==> config.mk <==
export PLATFORM = sky130hd
export DESIGN_NAME = lcd_text_buffer
export DESIGN_NICKNAME = d
export VERILOG_FILES = /design/src/rtl/lcd_pkg.sv /design/src/rtl/lcd_char_ram.sv /design/src/rtl/lcd_text_buffer.sv
export SDC_FILE = /design/constraint.sdc
export NUM_CORES = 1
export LEC_CHECK = 0
export CORE_ASPECT_RATIO = 1.2
export CORE_UTILIZATION = 62
export CTS_CLUSTER_DIAMETER = 80
export DETAILED_ROUTE_END_ITERATION = 6
export GPL_TIMING_DRIVEN = 0
export PLACE_DENSITY = 0.8
export SLEW_MARGIN = 30
export SYNTH_ARGS = -nofsm -noshare
export SYNTH_HDL_FRONTEND = slang
export SYNTH_SLANG_ARGS = --single-unit
==> constraint.sdc <==
create_clock -name clk -period 10.65 [get_ports clk]
set_clock_uncertainty 0.2 [all_clocks]
set_input_delay 2.13 -clock clk [delete_from_list [all_inputs] [get_ports clk]]
set_output_delay 2.13 -clock clk [all_outputs]
set_load 0.005 [all_outputs]
==> src/rtl/lcd_pkg.sv <==
// Constants and FSM state type shared by the LCD text buffer and the lcd controller.
package lcd_pkg;

    localparam logic [7:0] LCD_CMD_LINE0 = 8'h80;
    localparam logic [7:0] LCD_CMD_LINE1 = 8'hC0;
    localparam logic [7:0] LCD_BLANK     = 8'h20;

    typedef enum logic [2:0] {
        StIdle,
        StAddr0,
        StRow0,
        StAddr1,
        StRow1
    } lcd_state_e;

endpackage

==> src/rtl/lcd_char_ram.sv <==
// Character storage: reset-initialised register array, one write port, one combinational read.
module lcd_char_ram
    import lcd_pkg::*;
#(
    parameter int unsigned Depth = 32,
    parameter int unsigned AW    = $clog2(Depth)
) (
    input  logic          clk_i,
    input  logic          rst_i,
    input  logic          we_i,
    input  logic [AW-1:0] waddr_i,
    input  logic [7:0]    wdata_i,
    input  logic [AW-1:0] raddr_i,
    output logic [7:0]    rdata_o
);

    logic [7:0] mem_q [Depth];

    always_ff @(posedge clk_i or posedge rst_i) begin
        if (rst_i) begin
            for (int i = 0; i < Depth; i++) begin
                mem_q[i] <= LCD_BLANK;
            end
        end else if (we_i) begin
            mem_q[waddr_i] <= wdata_i;
        end
    end

    assign rdata_o = mem_q[raddr_i];

endmodule

==> src/rtl/lcd_text_buffer.sv <==
// Two-row LCD frame buffer; streams a full refresh frame (address commands plus characters)
// over a valid/ready byte interface whenever the buffer is dirty.
module lcd_text_buffer
    import lcd_pkg::*;
#(
    parameter int unsigned COLS = 16,
    parameter int unsigned AW   = $clog2(2 * COLS)
) (
    input  logic          clk,
    input  logic          rst,
    input  logic          wr_en,
    input  logic [AW-1:0] wr_addr,
    input  logic [7:0]    wr_char,
    input  logic          refresh,
    output logic          out_valid,
    input  logic          out_ready,
    output logic          out_rs,
    output logic [7:0]    out_byte,
    output logic          busy,
    output logic          frame_done
);

    localparam int unsigned Entries = 2 * COLS;
    localparam int unsigned CW      = (COLS > 1) ? $clog2(COLS) : 1;

    lcd_state_e    state_q, state_d;
    logic [CW-1:0] col_q, col_d;
    logic          dirty_q, dirty_d;
    logic          valid_q, valid_d;
    logic          rs_q, rs_d;
    logic [7:0]    byte_q, byte_d;
    logic          done_q, done_d;

    logic          addr_ok;
    logic          wr_ok;
    logic          xfer;
    logic          clear_dirty;
    logic          rd_row;
    logic [CW-1:0] rd_col;
    logic [AW-1:0] rd_addr;
    logic [7:0]    rd_data;

    // When the address space is exactly filled every address is valid.
    if (Entries == (1 << AW)) begin : g_full_range
        assign addr_ok = 1'b1;
    end else begin : g_part_range
        assign addr_ok = ({1'b0, wr_addr} < (AW + 1)'(Entries));
    end

    assign wr_ok = wr_en & addr_ok;
    assign xfer  = valid_q & out_ready;

    lcd_char_ram #(
        .Depth (Entries),
        .AW    (AW)
    ) u_ram (
        .clk_i   (clk),
        .rst_i   (rst),
        .we_i    (wr_ok),
        .waddr_i (wr_addr),
        .wdata_i (wr_char),
        .raddr_i (rd_addr),
        .rdata_o (rd_data)
    );

    // Entry that the next transfer in the current state would load.
    always_comb begin
        rd_row  = (state_q == StAddr1) || (state_q == StRow1);
        rd_col  = ((state_q == StRow0) || (state_q == StRow1)) ? col_q + CW'(1) : '0;
        rd_addr = rd_row ? AW'(COLS) + AW'(rd_col) : AW'(rd_col);
    end

    always_comb begin
        state_d     = state_q;
        col_d       = col_q;
        valid_d     = valid_q;
        rs_d        = rs_q;
        byte_d      = byte_q;
        done_d      = 1'b0;
        clear_dirty = 1'b0;

        unique case (state_q)
            StIdle: begin
                if (dirty_q) begin
                    state_d     = StAddr0;
                    valid_d     = 1'b1;
                    rs_d        = 1'b0;
                    byte_d      = LCD_CMD_LINE0;
                    clear_dirty = 1'b1;
                end
            end
            StAddr0, StAddr1: begin
                if (xfer) begin
                    state_d = (state_q == StAddr0) ? StRow0 : StRow1;
                    col_d   = '0;
                    rs_d    = 1'b1;
                    byte_d  = rd_data;
                end
            end
            StRow0: begin
                if (xfer) begin
                    if (col_q == CW'(COLS - 1)) begin
                        state_d = StAddr1;
                        rs_d    = 1'b0;
                        byte_d  = LCD_CMD_LINE1;
                    end else begin
                        col_d  = col_q + CW'(1);
                        byte_d = rd_data;
                    end
                end
            end
            StRow1: begin
                if (xfer) begin
                    if (col_q == CW'(COLS - 1)) begin
                        done_d = 1'b1;
                        if (dirty_q) begin
                            state_d     = StAddr0;
                            rs_d        = 1'b0;
                            byte_d      = LCD_CMD_LINE0;
                            clear_dirty = 1'b1;
                        end else begin
                            state_d = StIdle;
                            valid_d = 1'b0;
                        end
                    end else begin
                        col_d  = col_q + CW'(1);
                        byte_d = rd_data;
                    end
                end
            end
            default: begin
                state_d = StIdle;
                valid_d = 1'b0;
            end
        endcase

        // A new write or refresh in the frame-start cycle must still request another frame.
        if (wr_ok || refresh) begin
            dirty_d = 1'b1;
        end else if (clear_dirty) begin
            dirty_d = 1'b0;
        end else begin
            dirty_d = dirty_q;
        end
    end

    always_ff @(posedge clk or posedge rst) begin
        if (rst) begin
            state_q <= StIdle;
            col_q   <= '0;
            dirty_q <= 1'b0;
            valid_q <= 1'b0;
            rs_q    <= 1'b0;
            byte_q  <= 8'h00;
            done_q  <= 1'b0;
        end else begin
            state_q <= state_d;
            col_q   <= col_d;
            dirty_q <= dirty_d;
            valid_q <= valid_d;
            rs_q    <= rs_d;
            byte_q  <= byte_d;
            done_q  <= done_d;
        end
    end

    assign out_valid  = valid_q;
    assign out_rs     = rs_q;
    assign out_byte   = byte_q;
    assign busy       = (state_q != StIdle);
    assign frame_done = done_q;

endmodule
==> impl_metrics.json, run 1 <==
{
  "pwr-share-comb_pct": 35.8,
  "drtAntennaViolNets": 0,
  "post_dp_cell_area_mm2": 0.0139,
  "grt_start_max_net_pins": 98,
  "synth_seq_area_share_pct": 52.2,
  "area_growth_pct": 12.3,
  "drt_pass1_iterations": 5,
  "final_max_slew_viol_count": 0,
  "rr_startpoint": "col_q[0]",
  "grt_pass1_wl_um": 59900,
  "synth_commonest_cells": "mux2_2 (275), dfrtp_1 (243), nand2_1 (90)",
  "nNetsFinal": 1180,
  "hold_violations": 0,
  "worstSetupPathType": "flop to primary output",
  "start_util_pct": 63.2,
  "fin_crit_ns": 4.79,
  "fin_area_mm2": 0.0149,
  "avgSynthCellArea_um2": 12.0,
  "syn-cell-area_mm2": 0.0133,
  "die_area_mm2": 0.0220,
  "yosysWarnings": 0,
  "maxCapViolations": 0,
  "grt_usage_pct": 37.1,
  "critPathLaunch": "state_q[0]",
  "setup_viol": 0,
  "post_cts.repair.setup_buffers": 0,
  "yosysTopAreaCell": "dfrtp_1",
  "io_buffers": 25,
  "synth_seq_cells": 275,
  "vias_per_cell": 6.93,
  "drcViolationCount": 0,
  "gr-total-overflow": 0,
  "worstHoldStart": "u_ram.mem_q[65]",
  "root_buffer": "clkbuf_16",
  "synth_flop_cell": "dfrtp_1",
  "worstPathMaxFanout": 10,
  "vias": 10073,
  "vdd_drop_max_mv": 0.161,
  "path_cells": "buf_2, clkbuf_1, or3_1, clkdlybuf4s50_1",
  "rsz0062_at_grt": "false",
  "crit_path_start_kind": "flop",
  "rows": 58,
  "cp_num_buf_inv": 3,
  "p_leak_nw": 6.39,
  "pwr-share-seq_pct": 37.2,
  "p_sw_mw": 1.38,
  "numCtsBuffers": 28,
  "synth_top_cell_area_share_pct": 45.9,
  "cp.arrival_ns": 2.46,
  "slew_headroom_pct": 28.0,
  "drive_gt1_share_pct": 33.0,
  "fin_tns_setup_ns": 0,
  "critPathMaxStageDelay_ns": 0.52,
  "yosysMostFrequentCell": "mux2_2",
  "fin_crit_sh_pct": 45.0,
  "dp_hpwl_um": 27100,
  "syn_nets": 1122,
  "core_mm2": 0.0210,
  "fp.dieW_um": 135,
  "switching_share_pct": 36.6,
  "synth_edf_count": 0,
  "worstMarginPinSlew_ns": 1.08,
  "path_clk_slew_ns": 0.06,
  "min_path_type": "flop to flop",
  "io_pins": 30,
  "antenna_found_initial": 0,
  "path_delay_family": "buffers and inverters",
  "clkLatencyLatePin_ns": 0.55,
  "wl_per_cell_um": 27.1,
  "utilization_pct": 71.0,
  "power.internal_mw": 2.39,
  "clkPwrFrac_pct": 27.0,
  "synth_area_leaders": "dfrtp_1 (46%), mux2_2 (23%), dfstp_2 (6.3%)",
  "grt_pass1_vias": 10366,
  "async_reset_ff_share_pct": 100,
  "cts_tree": "done",
  "required_ns": 8.32,
  "cts_hold_buf": 0,
  "yosys.cell_types.count": 69,
  "outcome": "completed",
  "post_cts_resized": 0,
  "cpMaxStageDelayCell": "clkdlybuf4s50_1",
  "drtIter0Drc": 946,
  "synth_cells": 1103,
  "cts_sinks": 275,
  "fmax_ghz": 0.209,
  "end_kind": "primary output",
  "die_h_um": 162,
  "antennaDiodeCount": 0,
  "wl_um": 39400,
  "p_total_mw": 3.77,
  "h-tree-depth": 1,
  "power.density_mw_per_mm2": 253,
  "clockBufferDepth": 3,
  "gp_congestion": 1.00
}
power by group through the flow:
| stage | sequential, mW | combinational, mW | clock [mW] |
|---|---|---|---|
| 2_1_floorplan | 1.37 | 0.878 | 0 |
| 3_3_place_gp | 1.40 | 1.26 | 0 |
| 3_5_place_dp | 1.41 | 1.30 | 0 |
| 4_1_cts | 1.40 | 1.31 | 1.02 |
| 5_1_grt | 1.42 | 1.42 | 1.05 |
| 6_report | 1.40 | 1.35 | 1.02 |
path summary, 6_finish.rpt:
path / slack, ns / end / cells past startpoint
min in group asynchronous: 1.85 / u_ram.mem_q[228] / 2
setup / recovery: 5.86 / busy / 4
hold reg to reg: 0.30 / u_ram.mem_q[65] / 1
hold / removal: 0.30 / u_ram.mem_q[65] / 1
max in group asynchronous: 7.07 / u_ram.mem_q[158] / 4
setup reg to reg: 6.69 / out_byte[0] / 7
state kept, by name, summed over array words and instances (netlist names):
register	cells
state_q	3
u_ram.mem_q	256
dirty_q	1
col_q	4
frame_done	1
out_rs	1
out_valid	1
out_byte	8
stage by stage:
stage,instances,setup slack [ns],hold WS (ns)
2_1_floorplan,1103,0.793,0.271
3_3_place_gp,1398,-2.39,0.279
3_5_place_dp,1401,5.76,0.287
4_1_cts,1453,5.93,0.304
5_1_grt,1453,5.81,0.311
6_report,1453,5.86,0.301
layer usage:
layer	vias to the layer above	part of all wire [%]	global-route usage, %
met5	-	0	0
met4	0	7.3	26.3
met3	212	7.8	8.27
met2	555	47	58.9
met1	5077	38	44.9
li1	4229	-	-
worst register-to-register path, cell delays in order (launching register included):
cell	delay (ns)
dfrtp_1	0.49
ha_1	0.31
xnor2_1	0.34
nor3_1	0.81
clkbuf_1	0.63
a2111oi_0	0.16
nor4_1	0.72
o211ai_1	0.14
placed cells by master, fill, tap and decap left out, types with 5 or more instances in the layout:
cell type / synthesis / final
a31oi_1: 11 / 11
nand2_1: 90 / 90
nor2_2: 3 / 7
a22oi_1: 9 / 9
o21bai_1: 10 / 10
a211oi_1: 23 / 23
nor2_1: 37 / 33
a2111oi_0: 6 / 6
buf_2: 11 / 11
inv_1: 8 / 7
dfstp_2: 32 / 32
o22ai_1: 18 / 18
a221oi_1: 33 / 33
clkbuf_8: 0 / 5
dfrtp_1: 243 / 243
nor3_1: 7 / 7
mux2i_1: 19 / 19
mux2_2: 275 / 275
o21ai_0: 40 / 40
and3_1: 10 / 10
clkbuf_16: 0 / 29
nor3b_1: 6 / 6
a21oi_1: 41 / 41
clkbuf_1: 65 / 73
clkdlybuf4s50_1: 0 / 25
o211ai_1: 11 / 11
o2111ai_1: 5 / 5
nand3_1: 11 / 11
clkinv_2: 0 / 6
final cells by class:
class	count	area, µm²
Sequential cell	275	6920
Fill cell	1470	6080
Multi-Input combinational cell	736	5980
Clock buffer	42	825
Buffer	83	348
Tap cell	270	338
Timing Repair Buffer	28	313
Clock inverter	10	128
Inverter	9	41.3
kinds of logic after synthesis:
logic type                 synth area share (%)
buffers and inverters                      2.88
and+or+nand+nor                            6.94
DFF                                        52.2
adders and majority gates                0.0944
AOI/OAI and AO/OA                          12.5
muxes                                      24.9
xor gates and xnor gates                  0.453
No activity file was read; power rests on OpenSTA's default activity.
==> run 2: changes to the inputs <==
==> constraint.sdc (replaced) <==
create_clock -name clk -period 4.7 [get_ports clk]
set_clock_uncertainty 0.2 [all_clocks]
set_input_delay 0.94 -clock clk [delete_from_list [all_inputs] [get_ports clk]]
set_output_delay 0.94 -clock clk [all_outputs]
set_load 0.005 [all_outputs]
==> impl_metrics.json, run 2 (synthesis gave the netlist of run 1 again) <==
{
  "path_delay_family": "simple AND/OR/NAND/NOR gates",
  "grt_pass1_wl_um": 61100,
  "p_leak_nw": 6.43,
  "grt_pass1_vias": 10407,
  "worstPathMaxFanout": 10,
  "fin_crit_ns": 3.67,
  "outcome": "completed",
  "path_cells": "ha_1, xnor2_1, nor3_1, clkbuf_1, a2111oi_0, nor4_1, o211ai_1",
  "io_pins": 30,
  "hold_violations": 0,
  "maxCapViolations": 0,
  "rows": 58,
  "grt-busiest-layer": "met2",
  "antennaDiodeCount": 0,
  "setup_viol": 0,
  "post_cts.repair.setup_buffers": 0,
  "clkLatencyLatePin_ns": 0.54,
  "fp.dieW_um": 135,
  "wl_um": 40200,
  "utilization_pct": 71.6,
  "drtIter0Drc": 1114,
  "fin_tns_setup_ns": 0,
  "dp_hpwl_um": 28100,
  "p_sw_mw": 3.10,
  "vdd_drop_max_mv": 0.387,
  "power.density_mw_per_mm2": 563,
  "drtAntennaViolNets": 0,
  "crit_path_start_kind": "flop",
  "nNetsFinal": 1187,
  "power.internal_mw": 5.35,
  "vias_per_cell": 6.98,
  "cts_tree": "done",
  "fin_cells": 1458,
  "die_h_um": 162,
  "gp_congestion": 0.998,
  "drive_gt1_share_pct": 33.4,
  "rsz0062_at_grt": "false",
  "fin_crit_sh_pct": 78.2,
  "start_util_pct": 63.2,
  "die_area_mm2": 0.0220,
  "min_path_type": "flop to flop",
  "drt_pass1_iterations": 6,
  "io_buffers": 25,
  "fin_area_mm2": 0.0150,
  "drcViolationCount": 0,
  "end_kind": "flop",
  "path_clk_slew_ns": 0.07,
  "mostFrequentLayoutCells": "mux2_2 (275), dfrtp_1 (243), nand2_1 (90)",
  "regMostFlops": "u_ram.mem_q",
  "cp.arrival_ns": 3.87,
  "slew_headroom_pct": 27.6,
  "numCtsBuffers": 27,
  "grtUsageMet2_pct": 61.1,
  "critPathMaxStageDelay_ns": 0.67,
  "grtUsageMet3_pct": 6.18,
  "pwr-share-seq_pct": 37.7,
  "post_cts_resized": 0,
  "p_total_mw": 8.45,
  "grt_start_max_net_pins": 32,
  "antenna_found_initial": 0,
  "cp_num_buf_inv": 1,
  "wl_per_cell_um": 27.6,
  "clkPwrFrac_pct": 26.0,
  "cts_sinks": 275,
  "fillers": 1399,
  "area_growth_pct": 13.2,
  "gr-total-overflow": 0,
  "largest_reg_flops": 256,
  "h-tree-depth": 1,
  "cpMaxStageDelayCell": "clkbuf_1",
  "final_max_slew_viol_count": 0,
  "switching_share_pct": 36.7,
  "root_buffer": "clkbuf_16",
  "mostFrequentLayoutCell": "mux2_2",
  "worstMarginPinSlew_ns": 1.08,
  "post_dp_cell_area_mm2": 0.0141,
  "dp.cells": 1409,
  "clockBufferDepth": 3,
  "core_mm2": 0.0210,
  "vias": 10179,
  "pwr-share-comb_pct": 36.3,
  "fmax_ghz": 0.272,
  "grt_usage_pct": 38.1,
  "cts_hold_buf": 0,
  "worstSetupPathType": "flop to flop",
  "required_ns": 4.90,
  "use_met1_pct": 47.8
}
run 2: cell types whose count changed in the layout (fill, tap and decap cells not counted), moves of 2 or more:
cell,before,now
clkbuf_16,29,27
clkbuf_1,73,75
buf_12,0,7
nor2_1,33,30
clkbuf_8,5,8
nor2_2,7,10
clkinv_2,6,1
run 2: worst paths after layout:
kind,from,endpoint,slack (ns),cells past startpoint
worst min-delay path,u_ram.mem_q[50],u_ram.mem_q[50],0.30,1
worst max-delay path,col_q[0],out_byte[0],1.03,7
worst min register to register,u_ram.mem_q[50],u_ram.mem_q[50],0.30,1
worst max register to register,col_q[0],out_byte[0],1.03,7
min in group asynchronous,rst,u_ram.mem_q[94],0.64,2
max in group asynchronous,rst,u_ram.mem_q[21],2.58,5
run 2: worst register-to-register path, delay by kind of cell, from the launching register on:
| kind | cells | cell delay [ns] |
|---|---|---|
| buffers and inverters | 1 | 0.67 |
| adders and majority gates | 1 | 0.31 |
| AOI/OAI and AO/OA | 2 | 0.37 |
| DFF | 1 | 0.47 |
| xor gates and xnor gates | 1 | 0.35 |
| and+or+nand+nor | 2 | 1.18 |
run 2: power groups by stage:
| stage | Clock (mW) | Sequential [mW] | Combinational, mW |
|---|---|---|---|
| final | 2.20 | 3.19 | 3.07 |
| after detailed placement | 0 | 3.20 | 2.95 |
| after global routing | 2.30 | 3.23 | 3.23 |
| after CTS | 2.20 | 3.17 | 2.97 |
| after global placement | 0 | 3.17 | 2.86 |
| after floorplan | 0 | 3.11 | 1.99 |
run 2: final cells by class:
type	count	area, µm²	area share (%)
multi-input combinational	736	5990	39.9
tap	270	338	2.25
clock buffer	45	823	5.48
timing repair buffer	36	480	3.20
inverter	9	37.5	0.250
sequential	275	6920	46.1
buffer	83	348	2.32
clock inverter	4	72.6	0.483
run 2: metal layers:
layer  vias up  part of all wire [%]
met5         -                     0
met4         0                   7.0
met3       214                   9.3
met2       666                    48
met1      5063                    36
li1       4236                     -
run 2: stage by stage:
| step | hold WS [ns] | setup WS, ns |
|---|---|---|
| floorplan | 0.271 | -0.0513 |
| global placement | 0.281 | -1.93 |
| detailed placement | 0.288 | 1.01 |
| CTS | 0.303 | 1.17 |
| global route | 0.309 | 1.05 |
| finish | 0.302 | 1.03 |
==> run 3: changes to the inputs <==
==> constraint.sdc (replaced) <==
create_clock -name clk -period 3.7 [get_ports clk]
set_clock_uncertainty 0.2 [all_clocks]
set_input_delay 0.74 -clock clk [delete_from_list [all_inputs] [get_ports clk]]
set_output_delay 0.74 -clock clk [all_outputs]
set_load 0.005 [all_outputs]
==> results of run 3 <==
Same layout as run 2 (identical final DEF). Status: completed.
Among the figures that moved: setup slack after placement 1.01 ns -> 0.209 ns; setup slack after layout 1.03 ns -> 0.0258 ns; register-to-register setup slack 1.03 ns -> 0.03 ns; total power 8.45 mW -> 10.7 mW; worst IR drop on VDD 0.387 mV -> 0.491 mV
